`src/rtl/seg_drv.sv`:
```
// Serial driver for an 8-digit seven-segment display behind a chain of 8-bit shift registers.
// Latches eight hex digits on start, encodes them active-low and shifts a 64-bit frame out MSB first.
module seg_drv #(
    parameter int DIV = 2
) (
    input  logic        clk,
    input  logic        reset,
    input  logic        start,
    input  logic [31:0] num,
    output logic        sclk,
    output logic        sout,
    output logic        EN
);

    localparam int CW = (DIV > 1) ? $clog2(DIV) : 1;

    localparam logic [0:0] IDLE  = 1'b0;
    localparam logic [0:0] SHIFT = 1'b1;

    logic [0:0]    state;
    logic [63:0]   shreg;
    logic [63:0]   frame;
    logic [5:0]    bit_cnt;
    logic [CW-1:0] div_cnt;

    // Segment byte is {dp,g,f,e,d,c,b,a}, active low, decimal point always off.
    function automatic logic [7:0] seg7(input logic [3:0] d);
        logic [7:0] s;
        case (d)
            4'h0: s = 8'hC0;
            4'h1: s = 8'hF9;
            4'h2: s = 8'hA4;
            4'h3: s = 8'hB0;
            4'h4: s = 8'h99;
            4'h5: s = 8'h92;
            4'h6: s = 8'h82;
            4'h7: s = 8'hF8;
            4'h8: s = 8'h80;
            4'h9: s = 8'h90;
            4'hA: s = 8'h88;
            4'hB: s = 8'h83;
            4'hC: s = 8'hC6;
            4'hD: s = 8'hA1;
            4'hE: s = 8'h86;
            default: s = 8'h8E;
        endcase
        return s;
    endfunction

    always_comb begin
        frame = '0;
        for (int k = 0; k < 8; k++) begin
            frame[8*k +: 8] = seg7(num[4*k +: 4]);
        end
    end

    // The frame MSB drives the pin directly, so sout only moves when the register shifts.
    assign sout = shreg[63];

    always_ff @(posedge clk) begin
        if (reset) begin
            state   <= IDLE;
            shreg   <= '0;
            bit_cnt <= '0;
            div_cnt <= '0;
            sclk    <= 1'b0;
            EN      <= 1'b0;
        end else begin
            case (state)
                IDLE: begin
                    sclk <= 1'b0;
                    if (start) begin
                        shreg   <= frame;
                        bit_cnt <= '0;
                        div_cnt <= '0;
                        EN      <= 1'b0;
                        state   <= SHIFT;
                    end
                end
                SHIFT: begin
                    if (div_cnt == CW'(DIV - 1)) begin
                        div_cnt <= '0;
                        if (!sclk) begin
                            sclk <= 1'b1;
                        end else begin
                            sclk <= 1'b0;
                            // Last bit is left in place so sout holds it while idle.
                            if (bit_cnt == 6'd63) begin
                                state <= IDLE;
                                EN    <= 1'b1;
                            end else begin
                                bit_cnt <= bit_cnt + 6'd1;
                                shreg   <= {shreg[62:0], 1'b0};
                            end
                        end
                    end else begin
                        div_cnt <= div_cnt + 1'b1;
                    end
                end
                default: state <= IDLE;
            endcase
        end
    end

endmodule

```
`config.mk`:
```
export PLATFORM = sky130hd
export DESIGN_NAME = seg_drv
export DESIGN_NICKNAME = d
export VERILOG_FILES = /design/src/rtl/seg_drv.sv
export SDC_FILE = /design/constraint.sdc
export NUM_CORES = 1
export LEC_CHECK = 0
export CAP_MARGIN = 10
export CORE_AREA = 8 8 141 143
export DETAILED_ROUTE_END_ITERATION = 16
export DIE_AREA = 0 0 149 151
export PLACE_DENSITY = 0.49
export REMOVE_ABC_BUFFERS = 1
export SKIP_LAST_GASP = 1
export SYNTH_ARGS = -nofsm -noshare
export SYNTH_HDL_FRONTEND = slang
export SYNTH_SLANG_ARGS = --single-unit
```
`constraint.sdc`:
```
create_clock -name clk -period 4.2 [get_ports clk]
set_clock_uncertainty 0.05 [all_clocks]
set_input_delay 0.42 -clock clk [delete_from_list [all_inputs] [get_ports clk]]
set_output_delay 0.42 -clock clk [all_outputs]
set_load 0.02 [all_outputs]
```
==> load_flow_metrics.sql <==
INSERT INTO impl_metrics (metric_group, metric, value, unit) VALUES
('clock_tree', 'postCtsSetupBuffers', '0', ''),
('job', 'max_cap_viol_count', '0', ''),
('worst_setup_path', 'critPathArrivalTime', '2.64', 'ns'),
('synth', 'yosys.area.top_type_share', '0.287', ''),
('worst_setup_path', 'worst_setup_path_start_kind', 'flop', ''),
('worst_setup_path', 'rr_worst_depth', '5', ''),
('worst_setup_path', 'cpPeakStageDelay', '0.68', 'ns'),
('clock_tree', 'cts-resized-gates', '0', ''),
('pwr', 'post-layout-total-power', '1.89', 'mW'),
('status', 'result_of_the_run', 'completed', ''),
('grt', 'pin_count_of_the_biggest_net_entering_global_routing', '53', ''),
('worst_setup_path', 'r2r_end', 'shreg[17]$_SDFFE_PP0P_', ''),
('worst_setup_path', 'crit_slowest_cell', 'sky130_fd_sc_hd__a2bb2oi_4', ''),
('worst_setup_path', 'path_depth', '5', ''),
('clock_tree', 'clk_path_buf_depth', '2', ''),
('clock_tree', 'cts_tree', 'built', ''),
('synth', 'synthFlopType', 'sky130_fd_sc_hd__dfxtp_1', ''),
('synth', 'synth_area_leaders', 'sky130_fd_sc_hd__dfxtp_1 (29%), sky130_fd_sc_hd__ha_1 (14%), sky130_fd_sc_hd__a21oi_1 (5.0%)', ''),
('clock_tree', 'clk_root_buffer_cell', 'sky130_fd_sc_hd__clkbuf_16', ''),
('sta', 'drv_slew', '0', ''),
('final_layout', 'layoutNonFillerInstCount', '872', ''),
('worst_setup_path', 'timing.critical_path.required', '4.38', 'ns'),
('clock_tree', 'worst_skew_late_latency', '0.32', 'ns'),
('placement', 'place_inst', '856', ''),
('synth', 'unique_cell_type_count_in_the_yosys_netlist', '50', ''),
('worst_setup_path', 'worst_path_cell_chain', 'nand3_2 -> a2bb2oi_4 -> buf_12 -> nor2_1 -> a311oi_1', ''),
('synth', 'synth_enable_flop_cells', '0', ''),
('grt', 'grt_overflow_total', '0', ''),
('sta', 'grt_setup_unrepaired', 'no', ''),
('route', 'number_of_iterations_in_the_first_detailed_routing_pass', '4', ''),
('final_layout', 'num-nets-final', '729', ''),
('worst_setup_path', 'worst-r2r-setup-slack', '1.74', 'ns'),
('sta', 'achievable-frequency', '407', 'MHz'),
('sta', 'worst_pin_slew', '1.06', 'ns'),
('sta', 'timing.final.ws_setup', '1.74', 'ns'),
('synth', 'synth_area', '0.00515', 'mm^2'),
('grt', 'grt_usage', '0.108', ''),
('sta', 'final.hold.worst_slack', '0.398', 'ns'),
('pwr', 'power_per_cell_area', '317', 'mW/mm^2'),
('worst_setup_path', 'critPathMaxFanout', '52', ''),
('clock_tree', 'cts_hold_buffers', '0', ''),
('sta', 'slew_headroom', '0.294', ''),
('final_layout', 'drive_gt1_frac', '0.0622', ''),
('synth', 'async_reset_ff_frac', '0', ''),
('sta', 'final_critical_period', '2.46', 'ns'),
('clock_tree', 'cts.clk_slew.worst_paths', '0.06', 'ns'),
('hold_path', 'min_path_type', 'reg -> reg', ''),
('clock_tree', 'cts.sinks', '74', ''),
('grt', 'first_global_vias', '4333', ''),
('route', 'ant_nets', '0', ''),
('sta', 'hold_violations', '0', ''),
('placement', 'place.detailed.hpwl', '8290', 'um'),
('route', 'via_per_inst', '5.01', ''),
('synth', 'ys_seq_area_frac', '0.287', ''),
('worst_setup_path', 'launch_point_of_the_critical_path', 'state$_SDFF_PP0_', ''),
('worst_setup_path', 'critPathBufInv', '1', ''),
('floorplanning', 'fp.dieArea', '0.0225', 'mm^2'),
('worst_setup_path', 'setup.worst_path.end', 'shreg[17]$_SDFFE_PP0P_', ''),
('floorplanning', 'placementRows', '49', ''),
('clock_tree', 'tritoncts.num_buffers', '9', ''),
('route', 'dr.first_iter.drc_count', '296', ''),
('floorplanning', 'num_io_pins', '38', ''),
('synth', 'syn-mean-instance-area', '8.12', 'um^2'),
('floorplanning', 'die-height', '151', 'um'),
('final_layout', 'syn2layout_area_growth', '15.7', '%'),
('worst_setup_path', 'cpLargestDelayFamily', 'compound AO/OA/AOI/OAI gates', ''),
('placement', 'weighted_congestion_reported_at_the_end_of_routability_driven_placement', '0.792', ''),
('floorplanning', 'floorplan.core_area', '0.0177', 'mm^2'),
('pwr', 'total_leakage_power', '2.29', 'nW'),
('pwr', 'ir_worst_vdd', '0.000191', 'V'),
('route', 'wl', '12000', 'um');
[power breakdown]
group | internal (mW) | switching [mW] | total (mW)
clock network | 0.474 | 0.276 | 0.749
logic | 0.156 | 0.211 | 0.367
registers | 0.748 | 0.0275 | 0.775
total | 1.38 | 0.514 | 1.89
[state kept, by name, indices dropped and copies added (netlist names)]
register and count:
div_cnt 1, shreg 64, state 1, bit_cnt 6, sclk 1, EN 1
[stage by stage]
| stage | TNS, ns | area, um^2 |
|---|---|---|
| after global placement | 0 | 5670 |
| after floorplan | -0.266 | 4950 |
| after detailed placement | 0 | 5670 |
| after CTS | 0 | 5960 |
| final | 0 | 5960 |
| after global routing | 0 | 5960 |
[kinds of logic (layout without fill, tap and decap cells)]
| kind of cell | after synthesis | count (layout) | share of synthesized area |
|---|---|---|---|
| AOI/OAI and AO/OA | 181 | 181 | 0.247 |
| xor gates and xnor gates | 2 | 2 | 0.00340 |
| adders and majority gates | 56 | 56 | 0.136 |
| buffers and inverters | 83 | 91 | 0.0650 |
| DFF | 74 | 74 | 0.287 |
| muxes | 37 | 37 | 0.0859 |
| and+or+nand+nor | 202 | 202 | 0.175 |
[cell usage in the layout (no fill, tap or decap), types with 4 or more instances in the layout]
cell type	count
sky130_fd_sc_hd__clkbuf_16	9
sky130_fd_sc_hd__o21ai_0	16
sky130_fd_sc_hd__a211oi_1	32
sky130_fd_sc_hd__nor2b_1	6
sky130_fd_sc_hd__clkdlybuf4s50_1	36
sky130_fd_sc_hd__nand2_1	66
sky130_fd_sc_hd__mux2_2	8
sky130_fd_sc_hd__dfxtp_1	73
sky130_fd_sc_hd__nand3_1	21
sky130_fd_sc_hd__a311oi_1	10
sky130_fd_sc_hd__inv_1	33
sky130_fd_sc_hd__ha_1	56
sky130_fd_sc_hd__o221ai_1	10
sky130_fd_sc_hd__nor3_1	14
sky130_fd_sc_hd__o2bb2ai_1	5
sky130_fd_sc_hd__mux4_2	5
sky130_fd_sc_hd__o211ai_1	21
sky130_fd_sc_hd__o2111ai_1	6
sky130_fd_sc_hd__nor2_1	65
sky130_fd_sc_hd__a21oi_1	52
sky130_fd_sc_hd__mux2i_1	24
sky130_fd_sc_hd__nand2b_1	15
sky130_fd_sc_hd__a21o_1	4
[synth_stat cells, drive strengths merged (2+ instances only)]
cell     instances
o2111ai          6
or3              3
mux4             5
a21o             4
inv             33
nor3b            3
dfxtp           74
o2bb2ai          6
buf             19
o22ai            2
a211oi          32
a21oi           52
nand2b          15
a311o            3
o31ai            2
mux2             8
a311oi          10
a2bb2oi          3
nand3b           2
mux2i           24
nor2b            6
nand2           66
a221o            3
a211o            3
o21ai           16
or2              2
clkbuf          30
ha              56
nor2            65
nand3           22
a221oi           2
o221ai          10
nor3            14
o211ai          21
[worst reg2reg max path, stage by stage (launching register included)]
cell and delay [ns]:
sky130_fd_sc_hd__dfxtp_2 0.66, sky130_fd_sc_hd__nand3_2 0.30, sky130_fd_sc_hd__a2bb2oi_4 0.68, sky130_fd_sc_hd__buf_12 0.33
sky130_fd_sc_hd__nor2_1 0.09, sky130_fd_sc_hd__a311oi_1 0.26
[metal layers]
metal	vias to the layer above	routed length, um	GRT usage
met5	-	0	0
met4	0	123	0.0338
met3	9	352	0.0194
met2	37	5530	0.180
met1	2032	6010	0.140
li1	2294	-	-
[area by class of cell]
class	count	area [um^2]
Clock inverter	5	53.8
Inverter	34	128
Sequential cell	74	1480
Clock buffer	11	243
Multi-Input combinational cell	478	3360
Tap cell	229	287
Timing Repair Buffer	41	408
Fill cell	1852	11700
[worst min-delay path by stage]
| stage | startpoint | end | slack [ns] | depth (start not counted) |
|---|---|---|---|---|
| floorplan | shreg[14]$_SDFFE_PP0P_ | shreg[15]$_SDFFE_PP0P_ | 0.38 | 2 |
| global placement | shreg[62]$_SDFFE_PP0P_ | shreg[63]$_SDFFE_PP0P_ | 0.39 | 2 |
| detailed placement | shreg[14]$_SDFFE_PP0P_ | shreg[15]$_SDFFE_PP0P_ | 0.39 | 2 |
| CTS | shreg[62]$_SDFFE_PP0P_ | shreg[63]$_SDFFE_PP0P_ | 0.40 | 2 |
| global route | shreg[6]$_SDFFE_PP0P_ | shreg[7]$_SDFFE_PP0P_ | 0.42 | 2 |
| finish | shreg[14]$_SDFFE_PP0P_ | shreg[15]$_SDFFE_PP0P_ | 0.40 | 2 |
Note: power is estimated with default switching activity, not from simulation.
